## src/rtl/ps2_host_tx.sv

```systemverilog
// ps2_host_tx: sends one host-to-device PS/2 byte over open-drain clock/data, with a filtered device clock and a frame timeout
module ps2_host_tx #(
  parameter int INHIBIT_CYC = 10000,
  parameter int FILT_LEN    = 8,
  parameter int TIMEOUT_CYC = 2000000
) (
  input  logic       clk,
  input  logic       rst,
  input  logic [7:0] tx_data,
  input  logic       tx_valid,
  output logic       tx_ready,
  input  logic       ps2_clk_in,
  input  logic       ps2_data_in,
  output logic       ps2_clk_oe,
  output logic       ps2_data_oe,
  output logic       busy,
  output logic       done,
  output logic       err
);
  localparam int CMAX = INHIBIT_CYC > TIMEOUT_CYC ? INHIBIT_CYC : TIMEOUT_CYC;
  localparam int CW = $clog2(CMAX + 1);
  typedef enum logic [2:0] {IDLE, INHIBIT, REQ, SEND, ACK, WAIT_IDLE} state_t;
  state_t state_q, state_d;
  logic [1:0] csync_q, dsync_q;
  logic [FILT_LEN-1:0] filt_q;
  logic fclk_q, fclk_d, fall_q, din;
  logic [9:0] sh_q, sh_d;
  logic [3:0] idx_q, idx_d;
  logic [CW-1:0] cnt_q, cnt_d;
  logic clk_oe_q, clk_oe_d, data_oe_q, data_oe_d;
  logic ready_q, ready_d, busy_q, busy_d, done_q, done_d, err_q, err_d;
  // Filtered clock only moves when every sample agrees; a partial run holds the old level.
  assign fclk_d = (&filt_q) | (fclk_q & (|filt_q));
  assign din = dsync_q[1];
  assign tx_ready = ready_q;
  assign busy = busy_q;
  assign done = done_q;
  assign err = err_q;
  assign ps2_clk_oe = clk_oe_q;
  assign ps2_data_oe = data_oe_q;
  always_ff @(posedge clk or posedge rst) begin
    if (rst) begin
      csync_q   <= '1;
      dsync_q   <= '1;
      filt_q    <= '1;
      fclk_q    <= 1'b1;
      fall_q    <= 1'b0;
      state_q   <= IDLE;
      sh_q      <= '0;
      idx_q     <= '0;
      cnt_q     <= '0;
      clk_oe_q  <= 1'b0;
      data_oe_q <= 1'b0;
      ready_q   <= 1'b1;
      busy_q    <= 1'b0;
      done_q    <= 1'b0;
      err_q     <= 1'b0;
    end else begin
      csync_q   <= {csync_q[0], ps2_clk_in};
      dsync_q   <= {dsync_q[0], ps2_data_in};
      filt_q    <= {filt_q[FILT_LEN-2:0], csync_q[1]};
      fclk_q    <= fclk_d;
      fall_q    <= fclk_q & ~fclk_d;
      state_q   <= state_d;
      sh_q      <= sh_d;
      idx_q     <= idx_d;
      cnt_q     <= cnt_d;
      clk_oe_q  <= clk_oe_d;
      data_oe_q <= data_oe_d;
      ready_q   <= ready_d;
      busy_q    <= busy_d;
      done_q    <= done_d;
      err_q     <= err_d;
    end
  end
  always_comb begin
    state_d   = state_q;
    sh_d      = sh_q;
    idx_d     = idx_q;
    cnt_d     = cnt_q + CW'(1);
    clk_oe_d  = clk_oe_q;
    data_oe_d = data_oe_q;
    ready_d   = ready_q;
    busy_d    = busy_q;
    done_d    = 1'b0;
    err_d     = 1'b0;
    case (state_q)
      IDLE: begin
        cnt_d = '0;
        if (tx_valid && ready_q) begin
          sh_d     = {1'b1, ~^tx_data, tx_data};
          ready_d  = 1'b0;
          busy_d   = 1'b1;
          clk_oe_d = 1'b1;
          state_d  = INHIBIT;
        end
      end
      INHIBIT: if (cnt_q == CW'(INHIBIT_CYC - 1)) begin
        data_oe_d = 1'b1;
        state_d   = REQ;
      end
      REQ: begin
        clk_oe_d = 1'b0;
        idx_d    = '0;
        cnt_d    = '0;
        state_d  = SEND;
      end
      SEND: if (fall_q) begin
        data_oe_d = ~sh_q[idx_q];
        idx_d     = idx_q + 4'd1;
        state_d   = idx_q == 4'd9 ? ACK : SEND;
      end
      ACK: if (fall_q) begin
        state_d = din ? IDLE : WAIT_IDLE;
        err_d   = din;
        ready_d = din;
        busy_d  = ~din;
      end
      WAIT_IDLE: if (fclk_q && din) begin
        state_d = IDLE;
        done_d  = 1'b1;
        ready_d = 1'b1;
        busy_d  = 1'b0;
      end
      default: state_d = IDLE;
    endcase
    // A stalled device aborts the frame; any fall restarts the window.
    if (state_q inside {SEND, ACK, WAIT_IDLE}) begin
      if (fall_q) cnt_d = '0;
      else if (cnt_q == CW'(TIMEOUT_CYC - 1)) begin
        state_d   = IDLE;
        clk_oe_d  = 1'b0;
        data_oe_d = 1'b0;
        err_d     = 1'b1;
        done_d    = 1'b0;
        ready_d   = 1'b1;
        busy_d    = 1'b0;
      end
    end
  end
endmodule
```

## config.mk

```make
export PLATFORM = sky130hd
export DESIGN_NAME = ps2_host_tx
export DESIGN_NICKNAME = d
export VERILOG_FILES = /design/src/rtl/ps2_host_tx.sv
export SDC_FILE = /design/constraint.sdc
export NUM_CORES = 1
export LEC_CHECK = 0
export CAP_MARGIN = 30
export CORE_MARGIN = 2
export CORE_UTILIZATION = 50
export DETAILED_ROUTE_END_ITERATION = 6
export GPL_TIMING_DRIVEN = 0
export HOLD_SLACK_MARGIN = 0.08
export PLACE_DENSITY = 0.69
export SETUP_SLACK_MARGIN = 0.4
export SKIP_LAST_GASP = 1
export SYNTH_ARGS = -nofsm -noshare
export SYNTH_HDL_FRONTEND = slang
export SYNTH_SLANG_ARGS = --single-unit
```

## constraint.sdc

```tcl
create_clock -name clk -period 3.8 [get_ports clk]
set_input_delay 0.57 -clock clk [delete_from_list [all_inputs] [get_ports clk]]
set_output_delay 0.57 -clock clk [all_outputs]
set_load 0.01 [all_outputs]
```

-- Word-level counts from Yosys, hierarchy flattened
Index checks and enable logic that the tools add are counted.
- input bits: 13
- output and inout bits: 6
- logic and storage cells: 97
- flip-flop bits (word level): 58
- add/subtract/negate cells: 2
- bitwise operators: 6
- reductions and logical operators: 11
- muxes and demuxes: 53
- order comparisons: 1
- eq/ne operators: 9
- operators by type and width (kind ; count):
    $mux W21 ; 3
    $mux W1 ; 32
    $mux W3 ; 10
    $add A21 B1 Y21 const B ; 1
    $eq A21 B14 Y1 const B ; 1
    $eq A21 B21 Y1 const B ; 1
    $pmux W3 S6 ; 1
    $pmux W4 S2 ; 1
    $reduce_and A8 Y1 ; 1
    $reduce_or A8 Y1 ; 1
    $reduce_xnor A8 Y1 ; 1
    $eq A3 B2 Y1 const B ; 2
    $eq A3 B3 Y1 const B ; 2
    $pmux W1 S3 ; 2
    $lt A4 B5 Y1 const B ; 1
    $add A4 B1 Y4 const B ; 1
    $bmux W1 S4 ; 1
    $eq A4 B4 Y1 const B ; 1
    $mux W4 ; 1
    $pmux W1 S2 ; 2
    $reduce_and A2 Y1 ; 2
    $eq A3 B1 Y1 const B ; 1
    $logic_not A3 Y1 ; 1
    $not A1 Y1 ; 3
    other kinds (7) ; 9

-- Longest topological paths before layout
- word-level depth: 8
- gate-level depth with buffers: 6
- mapped depth without buffers: 5

-- Worst setup path before layout
Ideal clock, no wire load.
- path type: flip-flop to flip-flop
- start point: register cnt_q[3]
- end point: register cnt_q[19]
- setup time: 0.077 ns
- path slack: 2.003 ns
- period minus slack after synthesis: 1.797 ns
- data required time: 3.723 ns
- arrival time: 1.720 ns
- buffers on the path: 1
- stages on the path, launching flop included: 6
- cell sequence: dfrtp_1 nand4_2 or4_1 buf_2 or4_1 a21oi_1
- cells in the longest elaborated chain, start to end: 4
- ends and longest elaborated chain (item ; line ; text):
    from (decl) ; 29 ; logic [CW-1:0] cnt_q, cnt_d;
    from (signal assigned) ; 67 ; cnt_q <= cnt_d;
    $add A21 B1 Y21 * ; 80 ; cnt_d = cnt_q + CW'(1);
    $mux W21 * ; 87 ; case (state_q)
    $mux W21 ; 129 ; if (fall_q) cnt_d = '0;
    $mux W21 * ; 128 ; if (state_q inside {SEND, ACK, WAIT_IDLE}) begin
    via cnt_d[19] ; 29 ;
The timed path passes the listed nets; every way through them passes the cells marked *.
A chain may end at the register's enable or synchronous reset.

-- Final worst setup path
- start point: register state_q[2]
- end point: register sh_q[0]
- cells in the longest elaborated chain, start to end: 2
- ends and longest elaborated chain (item ; line ; text):
    from (decl) ; 23 ; state_t state_q, state_d;
    from (signal assigned) ; 64 ; state_q <= state_d;
    $logic_not A3 Y1 ; 87 ;
    $reduce_and A2 Y1 (no source line) ; - ;
    to (signal assigned) ; 49 ; sh_q <= '0;
    to (signal assigned) ; 65 ; sh_q <= sh_d;
    to (decl) ; 27 ; logic [9:0] sh_q, sh_d;
No other way between the ends.

==> run summary <==
The minimum clock period is 2.11 ns. The portion of the clock cycle consumed by the worst path in the final layout came out at a little under three fifths. The number of global-route vias before repair is 2077. The width of the die is 79.9 um. The number of nets at the end of the flow came out at about 330. The async set-reset flop share out of synthesis is 100%.

The starting DRC count in detailed routing came out at approximately 200. The worst hold path belongs to the class flop to flop. The worst clock skew is between 0.006 and 0.007 ns. For this run, the number of Yosys warnings is 0. The timing-limited maximum frequency came out at approximately 0.47 GHz. The biggest area consumer among synthesized cells is sky130_fd_sc_hd__dfrtp_1. The synthesis-to-layout area growth is 17.3%. The clock tree synthesis step divided the H-tree into 3 levels. The number of antenna violations at the first check in global routing is 0.

Yosys mapped a number of flops with a built-in enable equal to 0. The detailed-routed wire length on met3 is approximately 280 um. The cell row count came out at 27. The net count of the mapped netlist came out at around 300. The tightest slew margin relative to the limit is roughly three fifths. The total DRC errors in the routed layout is 0. Data arrives at the worst endpoint at around 2.3 ns. The register bit total from synthesis is between 50 and 60. For this design the static power due to leakage is roughly 1.4 nW. The cell family contributing the most delay on the critical path is buffers and inverters.

The core area came out at 5540 um^2. The library cells used most frequently in the layout, excluding fill and tap cells, are sky130_fd_sc_hd__dfrtp_1, sky130_fd_sc_hd__nor2_1, sky130_fd_sc_hd__clkdlybuf4s50_1. The top metal layer carrying routed signals is met4.

By instance count, the cell type seen most on the critical path is sky130_fd_sc_hd__clkbuf_1. The flow ran to the end, and the final reports show no timing, DRC or antenna violations. The utilization after layout came out at a little over 60%.

The finished layout holds between 300 and 400 standard cells, fillers aside. The instance count of the mapped netlist is 283. OpenSTA, run right after detailed placement, puts the worst setup slack at roughly 1.5 ns. The TritonCTS clock tree is done. The max-cap check violation count is 0.

The buffer levels on the longest clock path is 2. The number of endpoints failing setup at the final stage is 0. For the worst setup path, the data required time is ~4.0 ns. The detailed-route wire length on metal 1 is around 2.9 mm. The largest fanout of any net on the critical path is 10. In this run the power density over the cells is around 380 nW/um^2.

In this run, post-CTS hold repair placed 0 buffers. The wire length of the first global-routing pass came out at 10.1 mm. The clock insertion delay at the later pin of the skew report is 0.33 ns.

The initial standard-cell utilization of the core is 52.0%. The largest net degree at the start of global routing came out at 31. The sum of met2 wire segment lengths after detailed routing came out at 2.63 mm. The placed cell count came out at 374. On the critical path, the stage with the largest delay is an instance of sky130_fd_sc_hd__clkbuf_1.

The I/O pin count is 19. The critical path's largest stage delay came out at roughly 0.47 ns. The mean cell area of the mapped netlist is 10.2 um^2. The signal on the critical path passes through clkbuf_1 -> inv_1 -> nand4_1 -> clkbuf_1 -> mux2_2. For this run, the leading register cell type out of synthesis is sky130_fd_sc_hd__dfrtp_1.

The average via count per standard cell is 5.79. Across all setup checks in the final design, the least slack found is roughly 1.7 ns. The library cell used most frequently in the layout, excluding fill and tap cells, is sky130_fd_sc_hd__dfrtp_1. Global routing used about a fifth of the available tracks.

The buffering stage count on the worst path with inverters included is 3. Setup repair after global routing left no endpoint under its margin. The distinct cell type count of the synthesized netlist is 50. After synthesis, the largest area contributor takes up 38.2% of total cell area.

In the final routed layout, each cell accounts on average for between 15 and 20 um. The routability congestion estimate from global placement is around 0.92. The worst setup path is launched from a flop. The total clock buffers created by CTS came out at 9. The share of layout cells above drive strength 1 came out at ~16%. The netlist area before placement is between 2000 and 3000 um^2. The length of the first detailed-routing pass in iterations is 4. STA classifies the critical path endpoint as a flop. The number of sinks driven by the clock tree came out at just under 60. By area the synthesized netlist is led by sky130_fd_sc_hd__dfrtp_1, sky130_fd_sc_hd__dfstp_2, sky130_fd_sc_hd__xnor2_1. The root buffer selected by CTS is sky130_fd_sc_hd__clkbuf_8. Measured along the y axis, the die boundary spans between 70 and 80 um. The number of diodes is 0.

The count of buffers inserted at the top-level ports is 18. The total overflow left after global routing is 0. Summed over all nets, the half-perimeter wirelength after detailed placement is 4.30 mm. The transition time of the tightest slew-check pin came out at about 0.62 ns.

The post-CTS resize count came out at 0. After clock tree synthesis, the clock-pin slew on the worst setup and hold paths is roughly 0.060 ns. The class of the most critical setup path is flop to flop. In this run the post-CTS setup repair buffer count came out at 0. The sum of negative setup slack came out at 0 ns.

The share of synthesized area occupied by flip-flops and latches is between 50 and 60%. The post-route antenna net violation count came out at 0. The area after detailed placement is 3170 um^2. The die covers ~6400 um^2. The via count of the routed design is roughly 2300.

Summed over all layers, the routed wires come to ~5.9 mm. The maximum vdd ir drop is 0.226 mV. The max-slew violation count came to 0.

The final number of hold-violating endpoints is 0. Summing all non-filler instances in the final layout gives an area of approximately 3400 um^2.
## Yosys cell counts, drive strengths merged (2+ instances only)
library cell and n:
a21oi 15, a31o 2, a31oi 4, and2 4
and3 4, and4 4, buf 2, clkbuf 8
dfrtp 44, dfstp 14, ha 3, inv 11
mux2 10, mux2i 5, nand2 17, nand2b 4
nand3 10, nand4 11, nor2 23, nor2b 5
nor3 7, nor4 7, o211ai 2, o21ai 17
o31ai 6, or3 6, or4 6, xnor2 14
xor2 4
## worst register-to-register path, cell delays in order, from the launching register on
cell and delay [ns]:
sky130_fd_sc_hd__dfrtp_1 0.33, sky130_fd_sc_hd__clkbuf_1 0.35, sky130_fd_sc_hd__inv_1 0.17, sky130_fd_sc_hd__nand4_1 0.28, sky130_fd_sc_hd__clkbuf_1 0.47, sky130_fd_sc_hd__mux2_2 0.40
## area by class of cell
type | instances | area (um^2)
fill | 487 | 2160
sequential | 58 | 1470
multi-input combinational | 204 | 1330
timing repair buffer | 19 | 200
clock buffer | 14 | 173
tap | 72 | 90.1
buffer | 10 | 46.3
inverter | 11 | 41.3
clock inverter | 2 | 35.0
## state kept, by name, summed over array words and instances, names as in the netlist
signal,cells
fall_q,1
done,1
busy,1
sh_q,10
csync_q,2
dsync_q,2
idx_q,4
tx_ready,1
filt_q,8
cnt_q,21
state_q,3
err,1
ps2_data_oe,1
ps2_clk_oe,1
fclk_q,1
## metrics by stage
step	hold slack (ns)	power (mW)
after floorplan	0.345	0.672
after global placement	0.347	0.693
after detailed placement	0.348	0.697
after CTS	0.357	1.28
after global routing	0.361	1.31
final	0.355	1.27
## path summary, 6_finish.rpt
kind	startpoint	to	slack (ns)	cells past startpoint
setup / recovery	state_q[2]	sh_q[0]	1.69	5
hold / removal	csync_q[1]	filt_q[0]	0.36	0
setup reg to reg	state_q[2]	sh_q[0]	1.69	5
hold reg to reg	csync_q[1]	filt_q[0]	0.36	0
max in group asynchronous	rst	dsync_q[1]	2.53	3
min in group asynchronous	rst	sh_q[7]	0.65	2
## per-layer routing
layer | up-vias | track usage (%)
met5 | - | 0
met4 | 0 | 10.2
met1 | 1111 | 29.1
met2 | 51 | 30.3
li1 | 1086 | -
met3 | 12 | 4.30
## logic make-up (layout without fill, tap and decap cells)
family | count (synthesis) | in the layout | share of synthesized area (%)
buffers and inverters | 21 | 56 | 3.04
DFF | 58 | 58 | 51.0
adders and majority gates | 3 | 3 | 1.30
AOI/OAI and AO/OA | 53 | 53 | 11.2
muxes | 15 | 15 | 5.64
xor gates and xnor gates | 18 | 18 | 5.47
and+or+nand+nor | 115 | 115 | 22.4
## power breakdown
part	total [mW]	switching (mW)	internal [mW]
clock	0.584	0.228	0.356
combinational	0.0479	0.0246	0.0233
sequential	0.637	0.00509	0.632
total	1.27	0.258	1.01
No activity file was read; power rests on OpenSTA's default activity.
